$ cat src/rtl/clk_div_pkg.sv
// rtl/clk_div_pkg.sv - shared defaults, configuration struct and clamp helper for the programmable divider
package clk_div_pkg;

    localparam int CNT_W_DEF   = 16;
    localparam int DEF_DIV_DEF = 2;
    // Configuration fields are carried at a fixed 32-bit width so the struct
    // does not depend on the divider's CNT_W parameter.
    localparam int CFG_W       = 32;

    typedef struct packed {
        logic [CFG_W-1:0] n;
        logic [CFG_W-1:0] h;
    } cfg_t;

    // Period below 2 cannot toggle, and high time can never exceed the period.
    function automatic cfg_t clamp_cfg(input logic [CFG_W-1:0] n, input logic [CFG_W-1:0] h);
        cfg_t c;
        c.n = (n < CFG_W'(2)) ? CFG_W'(2) : n;
        c.h = (h > c.n) ? c.n : h;
        return c;
    endfunction

endpackage

$ cat src/rtl/clk_div_prog_if.sv
// rtl/clk_div_prog_if.sv - control and status bundle of the programmable divider
interface clk_div_prog_if #(
    parameter int CNT_W = clk_div_pkg::CNT_W_DEF
) ();

    logic             en;
    logic             load;
    logic [CNT_W-1:0] div_in;
    logic [CNT_W-1:0] high_in;
    logic             out_clk;
    logic             tick;
    logic             pend;
    logic             load_ack;

    modport master (
        output en, load, div_in, high_in,
        input  out_clk, tick, pend, load_ack
    );

    modport slave (
        input  en, load, div_in, high_in,
        output out_clk, tick, pend, load_ack
    );

endinterface

$ cat src/rtl/clk_div_cfg.sv
// rtl/clk_div_cfg.sv - shadow configuration, pending flag, period-boundary apply and load acknowledge
module clk_div_cfg
    import clk_div_pkg::*;
#(
    parameter int CNT_W   = CNT_W_DEF,
    parameter int DEF_DIV = DEF_DIV_DEF
) (
    input  logic             clk,
    input  logic             rst_n,
    input  logic             en,
    input  logic             load,
    input  logic [CNT_W-1:0] div_in,
    input  logic [CNT_W-1:0] high_in,
    input  logic             wrap,
    output logic [CFG_W-1:0] cur_n,
    output logic [CFG_W-1:0] next_h,
    output logic             pend,
    output logic             load_ack
);

    localparam cfg_t DEF_CFG = '{n: CFG_W'(DEF_DIV), h: CFG_W'(DEF_DIV / 2)};

    cfg_t cur_q, cur_d;
    cfg_t shd_q, shd_d;
    logic pend_q, pend_d;
    logic ack_q, ack_d;
    cfg_t req;

    assign req = clamp_cfg(CFG_W'(div_in), CFG_W'(high_in));

    always_comb begin
        cur_d  = cur_q;
        shd_d  = shd_q;
        pend_d = pend_q;
        ack_d  = 1'b0;
        if (!en) begin
            // Idle: nothing is being generated, so a load applies at once.
            // A pending value survives idle and applies when the next run starts.
            if (load) begin
                cur_d  = req;
                pend_d = 1'b0;
                ack_d  = 1'b1;
            end
        end else if (wrap) begin
            // A load arriving on the boundary edge goes straight into the new
            // period and supersedes anything still pending.
            if (load) begin
                cur_d  = req;
                pend_d = 1'b0;
                ack_d  = 1'b1;
            end else if (pend_q) begin
                cur_d  = shd_q;
                pend_d = 1'b0;
                ack_d  = 1'b1;
            end
        end else if (load) begin
            shd_d  = req;
            pend_d = 1'b1;
        end
    end

    always_ff @(posedge clk or negedge rst_n) begin
        if (!rst_n) begin
            cur_q  <= DEF_CFG;
            shd_q  <= DEF_CFG;
            pend_q <= 1'b0;
            ack_q  <= 1'b0;
        end else begin
            cur_q  <= cur_d;
            shd_q  <= shd_d;
            pend_q <= pend_d;
            ack_q  <= ack_d;
        end
    end

    assign cur_n    = cur_q.n;
    assign next_h   = cur_d.h;
    assign pend     = pend_q;
    assign load_ack = ack_q;

endmodule

$ cat src/rtl/clk_div_prog.sv
// rtl/clk_div_prog.sv - programmable clock divider with glitch-free period-boundary reconfiguration
module clk_div_prog
    import clk_div_pkg::*;
#(
    parameter int CNT_W   = CNT_W_DEF,
    parameter int DEF_DIV = DEF_DIV_DEF
) (
    input  logic           clk,
    input  logic           rst,
    clk_div_prog_if.slave  bus
);

    logic             rst_meta_q, rst_sync_q;
    logic             run_q, run_d;
    logic [CNT_W-1:0] cnt_q, cnt_d;
    logic             out_q, out_d;
    logic             tick_q, tick_d;
    logic [CFG_W-1:0] cur_n;
    logic [CFG_W-1:0] next_h;
    logic             wrap;

    // Assert asynchronously, release two edges later so no flop sees the
    // release close to a clock edge.
    always_ff @(posedge clk or negedge rst) begin
        if (!rst) begin
            rst_meta_q <= 1'b0;
            rst_sync_q <= 1'b0;
        end else begin
            rst_meta_q <= 1'b1;
            rst_sync_q <= rst_meta_q;
        end
    end

    // A period starts on the first running edge after idle or after the last count.
    assign wrap = !run_q || (CFG_W'(cnt_q) == cur_n - CFG_W'(1));

    clk_div_cfg #(
        .CNT_W   (CNT_W),
        .DEF_DIV (DEF_DIV)
    ) u_cfg (
        .clk      (clk),
        .rst_n    (rst_sync_q),
        .en       (bus.en),
        .load     (bus.load),
        .div_in   (bus.div_in),
        .high_in  (bus.high_in),
        .wrap     (wrap),
        .cur_n    (cur_n),
        .next_h   (next_h),
        .pend     (bus.pend),
        .load_ack (bus.load_ack)
    );

    always_comb begin
        run_d  = 1'b0;
        cnt_d  = '0;
        out_d  = 1'b0;
        tick_d = 1'b0;
        if (bus.en) begin
            run_d  = 1'b1;
            tick_d = wrap;
            cnt_d  = wrap ? '0 : cnt_q + CNT_W'(1);
            // Compare against the high time that will be active after this
            // edge so a newly applied configuration shapes its first period.
            out_d  = CFG_W'(cnt_d) < next_h;
        end
    end

    always_ff @(posedge clk or negedge rst_sync_q) begin
        if (!rst_sync_q) begin
            run_q  <= 1'b0;
            cnt_q  <= '0;
            out_q  <= 1'b0;
            tick_q <= 1'b0;
        end else begin
            run_q  <= run_d;
            cnt_q  <= cnt_d;
            out_q  <= out_d;
            tick_q <= tick_d;
        end
    end

    assign bus.out_clk = out_q;
    assign bus.tick    = tick_q;

endmodule

$ cat src/flat_wrapper.sv
// flat-port wrapper written by rule: the top's interface ports become plain ports
module clk_div_prog_flat import clk_div_pkg::*;
#(
    parameter int CNT_W   = CNT_W_DEF,
    parameter int DEF_DIV = DEF_DIV_DEF
)
  (clk, rst, bus_en, bus_load, bus_div_in, bus_high_in, bus_out_clk, bus_tick, bus_pend, bus_load_ack);
  clk_div_prog_if #(.CNT_W(CNT_W)) bus_i ();
  input  logic clk;
  input  logic rst;
  input wire logic [$bits(bus_i.en)-1:0] bus_en;
  input wire logic [$bits(bus_i.load)-1:0] bus_load;
  input wire logic [$bits(bus_i.div_in)-1:0] bus_div_in;
  input wire logic [$bits(bus_i.high_in)-1:0] bus_high_in;
  output wire logic [$bits(bus_i.out_clk)-1:0] bus_out_clk;
  output wire logic [$bits(bus_i.tick)-1:0] bus_tick;
  output wire logic [$bits(bus_i.pend)-1:0] bus_pend;
  output wire logic [$bits(bus_i.load_ack)-1:0] bus_load_ack;
  assign bus_i.en = bus_en;
  assign bus_i.load = bus_load;
  assign bus_i.div_in = bus_div_in;
  assign bus_i.high_in = bus_high_in;
  assign bus_out_clk = bus_i.out_clk;
  assign bus_tick = bus_i.tick;
  assign bus_pend = bus_i.pend;
  assign bus_load_ack = bus_i.load_ack;
  clk_div_prog #(.CNT_W(CNT_W), .DEF_DIV(DEF_DIV)) u_core (.clk(clk), .rst(rst), .bus(bus_i));
endmodule
$ cat config.mk
export PLATFORM = sky130hd
export DESIGN_NAME = clk_div_prog_flat
export DESIGN_NICKNAME = d
export VERILOG_FILES = /design/src/rtl/clk_div_pkg.sv /design/src/rtl/clk_div_prog_if.sv /design/src/rtl/clk_div_cfg.sv /design/src/rtl/clk_div_prog.sv /design/src/flat_wrapper.sv
export SDC_FILE = /design/constraint.sdc
export NUM_CORES = 1
export LEC_CHECK = 0
export ABC_AREA = 1
export ABC_CLOCK_PERIOD_IN_PS = 4100
export CAP_MARGIN = 20
export CORE_ASPECT_RATIO = 1.4
export CORE_MARGIN = 5
export CORE_UTILIZATION = 63
export CTS_BUF_LIST = sky130_fd_sc_hd__clkbuf_8
export CTS_CLUSTER_SIZE = 14
export DETAILED_ROUTE_END_ITERATION = 8
export PLACE_DENSITY_LB_ADDON = 0.08
export SKIP_CTS_REPAIR_TIMING = 1
export SLEW_MARGIN = 10
export SYNTH_ARGS = -nofsm -noshare
export SYNTH_HDL_FRONTEND = slang
export SYNTH_HIERARCHICAL = 1
export SYNTH_SLANG_ARGS = --single-unit
$ cat constraint.sdc
create_clock -name clk -period 4.1 [get_ports clk]
set_clock_uncertainty 0.15 [all_clocks]
set_input_delay 0.615 -clock clk [delete_from_list [all_inputs] [get_ports clk]]
set_output_delay 0.615 -clock clk [all_outputs]
set_load 0.005 [all_outputs]
==> flow_summary.yaml, run 1 <==
route:
  vias_per_cell: 5.39
  drc: 0
  ant_nets: 0
  drt-wirelength-per-cell_um: 15.1
  vias: 7016
  wl_met3_um: 765
  drt-met1-wl_um: 7860
  wl_met2_um: 10100
  dr.pass1.iters: 5
  finalWirelength_um: 19600
  top_layer_used: "met4"
  drt_iter0_drc: 411
timing:
  finalHoldViolations: 0
  fmax_mhz: 254
  rsz0062_at_grt: "yes"
  drv_slew: 0
  slew_headroom_pct: 36.1
  worst_pin_slew_ps: 959
  fin_crit_sh_pct: 95.9
  setup_ws_ps: 169
  min_period_ps: 3930
  setup_viol: 0
  holdWs_ps: 220
run:
  maxCapViolCount: 0
power:
  p_leak_nw: 4.27
  peakVddDrop_mv: 0.196
  power.density_mw_per_mm2: 308
  power_mw: 2.64
placement:
  dp_hpwl_um: 14900
  place_area_mm2: 0.00804
  dp_slack_ps: -286
  io_buffers: 39
  place.gp.congestion: 0.957
worst_setup_path:
  r2r_slack_ps: 170
  worstPathArrival_ps: 4090
  cp-endpoint: "u_core/bus.out_clk"
  worstReg2RegEnd: "u_core/bus.out_clk"
  endpoint_kind: "register"
  reg2reg_from: "u_core/u_cfg/cur_n[1]"
  crit_required_ps: 4260
  crit_type: "input port to register"
  r2r_cells: 28
  cpPeakStageDelay_ps: 430
  crit_start: "bus_div_in[15]"
  crit_top_cell: "nand2_1"
  cp-start-kind: "input port"
  crit_slowest_cell: "clkdlybuf4s50_1"
  cp_max_fo: 8
clock_tree:
  h-tree-depth: 3
  root_buffer: "clkbuf_8"
  cts_buffers: 9
  cts.clk_slew.worst_paths_ps: 120
  cts_sinks: 103
  clk_latency_ps: 390
  cts_tree: "built"
  clock_path_buffers: 2
final_layout:
  antenna_cells: 0
  nNetsFinal: 1215
  postLayoutCoreUtil_pct: 69.9
  drive_gt1_share_pct: 15.9
  fin_area_mm2: 0.00856
  synthToLayoutAreaGrowth_pct: 10.1
logic_synthesis:
  avgSynthCellArea_um2: 6.96
  yosysWarningCount: 6
  synth_cell_types: 43
  ys_ff_latch: 103
  synth_ff_type: "dfrtp_1"
  synth_mux_area_share_pct: 0
  syn_inst: 1117
  synth_compound_area_share_pct: 8.27
  synth-simple-area-share_pct: 34.0
  synth_edf_count: 0
  ys_top_cells_by_area: "dfrtp_1 32%, nand2_1 14%, nor2_1 7.1%, inv_1 6.6%, buf_4 6.4%"
  synthMostInstantiatedCell: "nand2_1"
  synthXorXnorAreaFrac_pct: 2.59
  seq_area_frac_synth_pct: 33.2
  yosysTopAreaCellShare_pct: 31.9
  yosys.area_share.adder_pct: 5.31
  async_reset_ff_share_pct: 100
  synth_top_family_by_area: "simple AND/OR/NAND/NOR gates"
  synthTopCellsByCount: "297 x nand2_1, 148 x nor2_1, 136 x inv_1"
  synth_top_cell_by_area: "dfrtp_1"
  netlist_area_mm2: 0.00778
grt:
  grt_antenna_before_repair: 0
  grt_pass1_vias: 6616
  grt_pass1_wl_um: 31700
  overflow: 0
  grt_max_degree: 73
  grt_usage_pct: 26.5
status:
  outcome: "complete, no violations"
floorplanning:
  start_util_pct: 63.5
  die_area_mm2: 0.0147
  io_pins: 40
  die_h_um: 141
  die-width_um: 104
  coreArea_mm2: 0.0123
  row_count: 48
min_path:
  hp-class: "input port to asynchronous set/reset pin"
## cells in the final DEF (no fill, tap or decap), types with 4 or more instances in the layout
| master | Yosys | final |
|---|---|---|
| a21oi_1 | 61 | 57 |
| a21oi_2 | 1 | 5 |
| a311oi_1 | 10 | 4 |
| a311oi_2 | 0 | 6 |
| buf_4 | 66 | 54 |
| buf_6 | 1 | 5 |
| clkbuf_8 | 9 | 9 |
| clkdlybuf4s50_1 | 0 | 34 |
| conb_1 | 2 | 17 |
| dfrtp_1 | 99 | 98 |
| dfstp_2 | 4 | 4 |
| dlymetal6s2s_1 | 1 | 5 |
| ha_1 | 33 | 29 |
| ha_4 | 0 | 4 |
| inv_1 | 136 | 123 |
| inv_2 | 7 | 19 |
| nand2_1 | 297 | 286 |
| nand2_2 | 13 | 23 |
| nand3_1 | 68 | 62 |
| nand3_2 | 6 | 11 |
| nand4_1 | 8 | 8 |
| nor2_1 | 148 | 146 |
| nor2_2 | 13 | 15 |
| nor2_4 | 7 | 7 |
| nor3_1 | 17 | 17 |
| nor4_1 | 13 | 13 |
| o21ai_0 | 20 | 20 |
| o21ai_1 | 8 | 8 |
| o21bai_1 | 4 | 4 |
| o22ai_1 | 6 | 6 |
| xnor2_1 | 10 | 10 |
| xor2_1 | 13 | 13 |
## layout make-up
class | count | area, um2
timing repair buffer | 99 | 880
inverter | 146 | 552
clock buffer | 9 | 124
sequential | 103 | 2590
multi-input combinational | 787 | 4150
fill | 1108 | 3690
clock inverter | 7 | 81.3
tap | 150 | 188
## layer usage
metal / track usage (%) / vias to the layer above
met5: 0 / -
met4: 11.9 / 0
met3: 2.87 / 58
met2: 47.8 / 199
met1: 31.7 / 3251
li1: - / 3508
## cells by family (layout without fill, tap and decap cells)
kind of cell,Yosys count,after routing
buffers and inverters,242,261
adders and majority gates,33,33
AOI/OAI and AO/OA,114,114
DFF,103,103
other,2,17
xor gates and xnor gates,23,23
and+or+nand+nor,600,600
## per-stage QoR
step	setup TNS, ps	instances
after global routing	-127	1301
after CTS	0	1289
after detailed placement	-286	1273
after floorplan	0	1132
after global placement	-236	1273
final	0	1301
## worst max-delay path: cells and delay by family
kind,cells,cell delay [ps]
AOI/OAI and AO/OA,3,440
adders and majority gates,2,580
buffers and inverters,5,790
and+or+nand+nor,21,1670
## report_power, final
group          leakage (nW)  internal, mW  switching [mW]
clock network         0.104         0.245           0.414
logic                  2.86         0.299           0.431
registers              1.30          1.13           0.115
total                  4.27          1.68           0.960
## worst min-delay path by stage
| stage | endpoint | slack, ps | cells past startpoint |
|---|---|---|---|
| 2_1_floorplan | u_core/rst_meta_q | 170 | 0 |
| 3_3_place_gp | u_core/rst_sync_q | 190 | 0 |
| 3_5_place_dp | u_core/rst_sync_q | 190 | 0 |
| 4_1_cts | u_core/rst_sync_q | 200 | 1 |
| 5_1_grt | u_core/rst_meta_q | 200 | 1 |
| 6_report | u_core/rst_sync_q | 220 | 1 |
## sequential cells by signal, indices dropped and copies added (netlist names)
name and count:
u_core/run_q 1, u_core/rst_meta_q 1, u_core/bus.out_clk 1, u_core/u_cfg/cur_n 16
u_core/rst_sync_q 1, u_core/u_cfg/shd_q 32, u_core/u_cfg/load_ack 1, u_core/bus.tick 1
u_core/cnt_q 16, u_core/u_cfg/cur_q 32, u_core/u_cfg/pend 1
Power figures use the tool's default switching activity.
==> inputs of run 2 (changes only) <==
Settings changed: PLACE_DENSITY set to 0.83, PLACE_DENSITY_LB_ADDON 0.08 to unset.
==> run 2 against run 1 <==
Final cell count is 0.46% higher; global-route usage is 0.30 points higher; sequential cell count stayed put; largest power group unchanged.
==> flow_summary.yaml, run 2 (same netlist as run 1, synthesis figures left out) <==
status:
  outcome: "complete, no violations"
floorplanning:
  row_count: 48
  io_pins: 40
  coreArea_mm2: 0.0123
  die_area_mm2: 0.0147
  die-width_um: 104
  die_h_um: 141
  start_util_pct: 63.5
final_layout:
  layout.filler_cells: 998
  top_regs: "u_core/u_cfg/cur_q (32), u_core/u_cfg/shd_q (32)"
  synthToLayoutAreaGrowth_pct: 11.0
  drive_gt1_share_pct: 16.3
  final_common_cell: "nand2_1"
  nNetsFinal: 1221
  final_cell_mix: "285 x nand2_1, 143 x nor2_1, 124 x inv_1"
  antenna_cells: 0
  stdcell_count: 1307
power:
  power.density_mw_per_mm2: 308
  peakVddDrop_mv: 0.219
  p_leak_nw: 4.33
  power_mw: 2.66
min_path:
  hp-class: "register to asynchronous set/reset pin"
worst_setup_path:
  r2r_slack_ps: 40
  crit_type: "register to register"
  worstReg2RegEnd: "u_core/bus.out_clk"
  cp_max_fo: 7
  r2r_cells: 27
  reg2reg_from: "u_core/u_cfg/cur_n[1]"
  endpoint_kind: "register"
  crit_required_ps: 4260
  worstPathArrival_ps: 4210
  cp-start-kind: "register"
clock_tree:
  h-tree-depth: 3
  clk_latency_ps: 390
  cts_buffers: 9
  clock_path_buffers: 2
  cts_sinks: 103
  cts.clk_slew.worst_paths_ps: 120
  cts_tree: "built"
  root_buffer: "clkbuf_8"
placement:
  placedCellCount: 1277
  place.gp.congestion: 0.924
  dp_hpwl_um: 14900
  dp_slack_ps: -251
  io_buffers: 39
grt:
  grt_pass1_vias: 6958
  overflow: 0
  grt_max_degree: 82
  grt_pass1_wl_um: 32200
  grt_antenna_before_repair: 0
  grt_usage_pct: 26.8
timing:
  worst_pin_slew_ps: 613
  setup_viol: 0
  final.setup.tns_ps: 0
  slew_headroom_pct: 59.1
  drv_slew: 0
  finalHoldViolations: 0
  holdWs_ps: 97.6
  min_period_ps: 4060
  fin_crit_sh_pct: 98.9
  setup_ws_ps: 44.2
  fmax_mhz: 247
route:
  drt_iter0_drc: 649
  drt-wirelength-per-cell_um: 15.8
  dr.pass1.iters: 7
  ant_nets: 0
  vias_per_cell: 5.62
  vias: 7348
  drc: 0
  finalWirelength_um: 20600
run:
  maxCapViolCount: 0
==> run 2: power breakdown <==
group          total (mW)  switching [mW]  internal, mW  leakage, nW
logic               0.761           0.457         0.304         2.93
clock network       0.656           0.410         0.246        0.101
registers            1.24           0.105          1.13         1.30
==> run 2: how the worst max path moves through the flow <==
stage                     depth (start not counted)                  start                  to  slack (ps)
final                                            27  u_core/u_cfg/cur_n[1]  u_core/bus.out_clk          40
after floorplan                                  31  u_core/u_cfg/cur_n[0]  u_core/bus.out_clk         170
after global routing                             31  u_core/u_cfg/cur_n[1]  u_core/bus.out_clk        -240
after CTS                                        24  u_core/u_cfg/cur_n[0]  u_core/bus.out_clk         -50
after global placement                           31          bus_div_in[3]  u_core/bus.out_clk        -150
after detailed placement                         30          bus_div_in[3]  u_core/bus.out_clk        -250
==> run 2: final cells by class <==
type	instances	area (um2)	share of cell area, %
multi-input cells	787	4140	48.0
flip-flops and latches	103	2590	30.0
repair buffers	104	943	10.9
inverters	146	552	6.39
well taps	150	188	2.17
clock buffers	9	124	1.43
clock inverters	7	90.1	1.04
repair inverters	1	7.51	0.0870
==> run 2: per-stage QoR <==
stage	utilization (%)	instance area [um2]
3_5_place_dp	65.8	8070
5_1_grt	70.5	8630
4_1_cts	67.6	8280
2_1_floorplan	-	7830
6_report	70.5	8630
3_3_place_gp	65.8	8070
==> run 2: critical path, stage by stage, from the launching register on <==
cell and delay [ps]:
dfstp_2 560, inv_1 70, ha_4 180, inv_1 60, nand2_1 80, nand2_1 70, nand2_1 50, nand2_1 60
nand3_1 120, nor2_2 100, nand3_1 70, nor2_1 100, nand2_1 70, nor2_2 110, nand2_2 100, nand2_4 150
clkinvlp_4 190, buf_4 190, a311oi_2 260, nand2_1 130, nand2_1 80, nand2_1 80, inv_1 70, ha_1 250
a21oi_1 190, o221a_2 220, nand2_1 60, a21oi_2 150
==> run 2: layer usage <==
layer  GRT usage [%]  wire length (um)  vias to the layer above
li1                -                 -                     3531
met1            31.0              7560                     3328
met2            47.0             10400                      378
met3            3.05              1270                      111
met4            17.0              1400                        0
met5               0                 0                        -
==> edit 1 (settings of run 1) <==
Reset style: synchronous (`rst`, `rst_n` and `rst_sync_q`), changed in 3 clocked blocks. Comments in the files are not updated.
--- a/src/rtl/clk_div_cfg.sv
+++ b/src/rtl/clk_div_cfg.sv
@@ -59,7 +59,7 @@
         end
     end
 
-    always_ff @(posedge clk or negedge rst_n) begin
+    always_ff @(posedge clk) begin
         if (!rst_n) begin
             cur_q  <= DEF_CFG;
             shd_q  <= DEF_CFG;
--- a/src/rtl/clk_div_prog.sv
+++ b/src/rtl/clk_div_prog.sv
@@ -21,7 +21,7 @@
 
     // Assert asynchronously, release two edges later so no flop sees the
     // release close to a clock edge.
-    always_ff @(posedge clk or negedge rst) begin
+    always_ff @(posedge clk) begin
         if (!rst) begin
             rst_meta_q <= 1'b0;
             rst_sync_q <= 1'b0;
@@ -66,7 +66,7 @@
         end
     end
 
-    always_ff @(posedge clk or negedge rst_sync_q) begin
+    always_ff @(posedge clk) begin
         if (!rst_sync_q) begin
             run_q  <= 1'b0;
             cnt_q  <= '0;
Behaviour: differs if rst is asserted again (counterexample within 4 cycles, from zero or initial values and one cycle with rst low); with rst held inactive, the same outputs for 4 cycles.
==> edit 1 against run 1 <==
Sequential share of layout area shrank 4.6 points; non-clock buffer count down 15; cell area fell by 6.1%; setup slack improved by 0.096 ns; area after synthesis decreased by 3.5%; sequential cell count unchanged; combinational power decreased by 30%; utilization shrank 1.5 points; routed wire length fell by 5.3%; critical path depth down 5; total power is 16% lower; critical path type is now register to register; critical endpoint is now u_core/bus.out_clk$_SDFF_PN0_.
==> edit 1: results (changes against run 1) <==
Yosys
  – YS warnings: 6 (unchanged)
  – Count of cell types in the netlist: 44 (+2.3%)
  – Commonest cells post-synth: nand2_1 (246), inv_1 (150), nor2_1 (122)
  – Post-Synthesis Cells: 1,132 (+1.3%)
  – Main area contributors after synthesis: dfxtp_1 (27%), nand2_1 (12%), inv_1 (7.5%)
  – Most instantiated library cell after synthesis: nand2_1
  – Top FF cell, synth: dfxtp_1
  – Ys async rst share: 0% (-100 points)
  – Post-synthesis sequential area ratio: 27.5% (-5.7 points)

Worst setup path
  – Crit path max-delay family: simple AND/OR/NAND/NOR gates
  – Crit path DAT: 4.01 ns (-0.08 ns)
  – CP max FO: 10 (+2)
  – R2R Path Start: u_core/u_cfg/cur_n[0]$_SDFFE_PN0P_
  – Critical Path Max Stage Delay: 0.36 ns (-0.07 ns)
  – R2R cell count: 26 (-7.1%)
  – Crit-path slowest cell: dfxtp_1
  – Worst flop-to-flop path endpoint: u_core/bus.out_clk$_SDFF_PN0_
  – Kind of critical path: register to register
  – Reg2reg setup slack: 0.27 ns (+0.10 ns)

Pwr
  – Max rail drop VDD: 0.154 mV (-21%)
  – Leakage: 3.75 nW (-12%)

Final layout
  – Biggest regs: u_core/u_cfg/cur_q: 32 flops, u_core/u_cfg/shd_q: 32 flops
  – Ant. Diodes: 0 (unchanged)
  – Layout cells sized above 1: 11.2% (-4.7 points)
  – Nets@finish: 1,211 (-0.33%)

Global route
  – Gr usage total: 26.2% (-0.32 points)
  – Largest net degree at the start of global routing: 62 (-15%)
  – Number of global-route vias before repair: 6,382 (-3.5%)
  – Initial antenna violation count: 0 (unchanged)
  – First-pass GRT wire length: 30.0 mm (-5.7%)

Placed design
  – Port bufs: 39 (unchanged)
  – Inst Count DP: 1,269 (-0.31%)
  – Worst slack, placed: 0.0262 ns (+0.312 ns)
  – Detail Placement HPWL: 13.9 mm (-6.6%)
  – Post-DP Area: 7730 um2 (-3.8%)
  – Placer Congestion: 0.917 (-4.2%)

Routing
  – Via Count: 6,894 (-1.7%)
  – DR iter-0 viols: 401 (-2.4%)
  – Via density: 5.33 (-1.2%)
  – DR WL/cell: 14.3 um (-4.8%)

Clock network
  – Max Root-Sink Buffers: 2 (unchanged)
  – Reg clk slew, reported paths: 0.12 ns (about the same)
  – H-tree depth: 3 (unchanged)
  – Clk_lat worst skew: 0.39 ns (about the same)
  – TritonCTS Buffers: 9 (unchanged)
  – Root Buffer: clkbuf_8

Status
  – Status: finished clean

Hold path
  – Hold Startpoint: u_core/rst_meta_q$_DFF_P_
  – Hold EP: u_core/rst_sync_q$_SDFF_PN0_
  – Hold WC Path Type: register to register

STA
  – Hold slack: 0.274 ns (+0.0536 ns)
  – Measured slew at the worst slew-check pin: 0.717 ns (-0.242 ns)
  – Final worst setup slack: 0.265 ns (+0.0961 ns)
==> edit 1: cell types whose count changed after synthesis, moves of 14 or more <==
cell	run 1	this run
dfxtp_1	0	103
dfrtp_1	99	0
nand2_1	297	246
nor2_1	148	122
a21oi_1	61	81
nor3_1	17	32
o21a_1	0	15
o21ai_0	20	35
inv_1	136	150
==> edit 1: layer usage <==
layer	track usage, %	up-vias	share of wire, %
li1	-	3593	-
met1	31.6	3066	42
met2	46.6	200	51
met3	3.47	35	4.5
met4	9.05	0	2.8
met5	0	-	0
==> edit 1: where the power goes <==
group | internal (W) | leakage, nW | switching (W)
Sequential | 0.00102 | 0.835 | 0.0000191
Clock | 0.000246 | 0.105 | 0.000415
Combinational | 0.000194 | 2.81 | 0.000318
Total | 0.00146 | 3.75 | 0.000753
==> edit 1: final cells by class <==
cell class	instances	area, um2
inverters	159	604
clock inverters	7	86.3
multi-input cells	785	4240
fillers	1086	3720
well taps	147	184
repair buffers	84	738
clock buffers	9	124
flip-flops and latches	103	2060
==> edit 1: logic make-up (layout without fill, tap and decap cells) <==
group | Yosys count | count (layout) | synth area share [%]
AO/OA/AOI/OAI | 175 | 175 | 14.5
AND/OR/NAND/NOR | 536 | 537 | 32.6
buffers and inverters | 260 | 259 | 17.1
other | 1 | 16 | 0.0500
flip-flops | 103 | 103 | 27.5
XOR/XNOR | 24 | 24 | 2.80
adder cells (fa/ha/maj) | 33 | 33 | 5.50
==> edit 2 (config.mk and constraints of run 1) <==
Made on the original files. Set the package constant `CFG_W` to 16 (it was 32).
--- a/src/rtl/clk_div_pkg.sv
+++ b/src/rtl/clk_div_pkg.sv
@@ -5,7 +5,7 @@
     localparam int DEF_DIV_DEF = 2;
     // Configuration fields are carried at a fixed 32-bit width so the struct
     // does not depend on the divider's CNT_W parameter.
-    localparam int CFG_W       = 32;
+    localparam int CFG_W       = 16;
 
     typedef struct packed {
         logic [CFG_W-1:0] n;
Check against the original RTL: no difference found for any inputs over 4 cycles, from zero or initial values and one cycle with rst low; that may be too few to reach the edited logic, so the function may still have changed.
==> edit 2 against run 1 <==
Setup slack improved by 0.085 ns; area after synthesis decreased by 19%; non-clock buffer count shrank 29; cell count decreased by 21%; die area fell by 17%; total power down 12%; sequential cell count shrank 16; cell area down 19%; routed wire length down 15%; via count fell by 18%; critical path depth decreased by 4; register-to-register slack better by 0.20 ns.
==> edit 2: results (changes against run 1) <==
Yosys
  – Count of cell types in the netlist: 45 (+4.7%)
  – Commonest cells post-synth: nand2_1 (251), dfrtp_1 (83), nor2_1 (82)
  – Complex-gate fraction of the synthesized area: 9.46% (+1.2 points)
  – Post-synthesis sequential area ratio: 34.5% (+1.3 points)
  – Main area contributors after synthesis: dfrtp_1 (33%), nand2_1 (15%), ha_1 (6.5%)

Routing
  – Via Count: 5,766 (-18%)
  – DR iter-0 viols: 420 (+2.2%)

Placed design
  – Placer Congestion: 0.892 (-6.8%)
  – Post-DP Area: 6710 um2 (-17%)
  – Detail Placement HPWL: 12.3 mm (-17%)

Worst setup path
  – Crit path DAT: 4.00 ns (-0.09 ns)
  – R2R Path Start: u_core/u_cfg/cur_n[0]$_DFFE_PN0P_
  – Reg2reg setup slack: 0.37 ns (+0.20 ns)

Global route
  – Gr usage total: 28.8% (+2.3 points)
  – Number of global-route vias before repair: 5,740 (-13%)
  – First-pass GRT wire length: 27.4 mm (-14%)
  – Global Route met1 Usage: 35.4% (+3.7 points)
  – Largest net degree at the start of global routing: 86 (+18%)
  – Met3 usage: 3.74% (+0.88 points)

Pwr
  – Leakage: 3.49 nW (-18%)
  – PD cells: 333 nW/um2 (+8.2%)
  – Max rail drop VDD: 0.215 mV (+9.4%)

STA
  – Worst slew margin: 50.2% (+14 points)
  – Hold slack: 0.0827 ns (-0.137 ns)

Final layout
  – Nets@finish: 954 (-21%)
  – Layout cells sized above 1: 15.3% (-0.62 points)
  – Fillcell total: 830 (-25%)

Status
  – Status: finished clean

Clock network
  – Clk_lat worst skew: 0.37 ns (-0.02 ns)
[edit 2: layout make-up]
| cell class | count | area share [%] |
|---|---|---|
| Clock inverter | 7 | 1.11 |
| Sequential cell | 87 | 31.3 |
| Multi-Input combinational cell | 617 | 48.6 |
| Inverter | 100 | 5.41 |
| Clock buffer | 9 | 1.77 |
| Timing Repair Buffer | 70 | 9.39 |
| Tap cell | 135 | 2.42 |
[edit 2: through the flow]
stage	worst slack [ns]	setup TNS [ns]	std cells
floorplan	0.255	0	865
global placement	-0.0263	-0.0263	1005
detailed placement	-0.142	-0.142	1005
CTS	0.243	0	1021
global route	0.0188	0	1025
finish	0.254	0	1025
[edit 2: kinds of logic after synthesis]
group	after synthesis
compound gates	101
xor+xnor	21
fa+ha+maj	33
buf+inv	162
flops	87
other cells	1
simple gates	460
[edit 2: routing by layer]
layer | share of wire [%] | up-vias
met5 | 0 | -
met4 | 4.3 | 0
met3 | 5.7 | 41
met2 | 51 | 240
met1 | 39 | 2703
li1 | - | 2782
[edit 2: worst max-delay path by stage]
stage,endpoint,slack [ns],depth (start not counted)
floorplan,u_core/bus.out_clk$_DFF_PN0_,0.26,27
global placement,u_core/bus.out_clk$_DFF_PN0_,-0.03,27
detailed placement,u_core/bus.out_clk$_DFF_PN0_,-0.14,27
CTS,u_core/bus.out_clk$_DFF_PN0_,0.24,27
global route,u_core/bus.out_clk$_DFF_PN0_,0.02,33
finish,u_core/bus.out_clk$_DFF_PN0_,0.25,27
[edit 2: power by group]
| part | total, W | leakage [nW] | switching [W] | internal [W] |
|---|---|---|---|---|
| logic | 0.000617 | 2.31 | 0.000368 | 0.000249 |
| clock network | 0.000622 | 0.101 | 0.000334 | 0.000288 |
| registers | 0.00109 | 1.08 | 0.000110 | 0.000975 |
| total | 0.00232 | 3.49 | 0.000812 | 0.00151 |
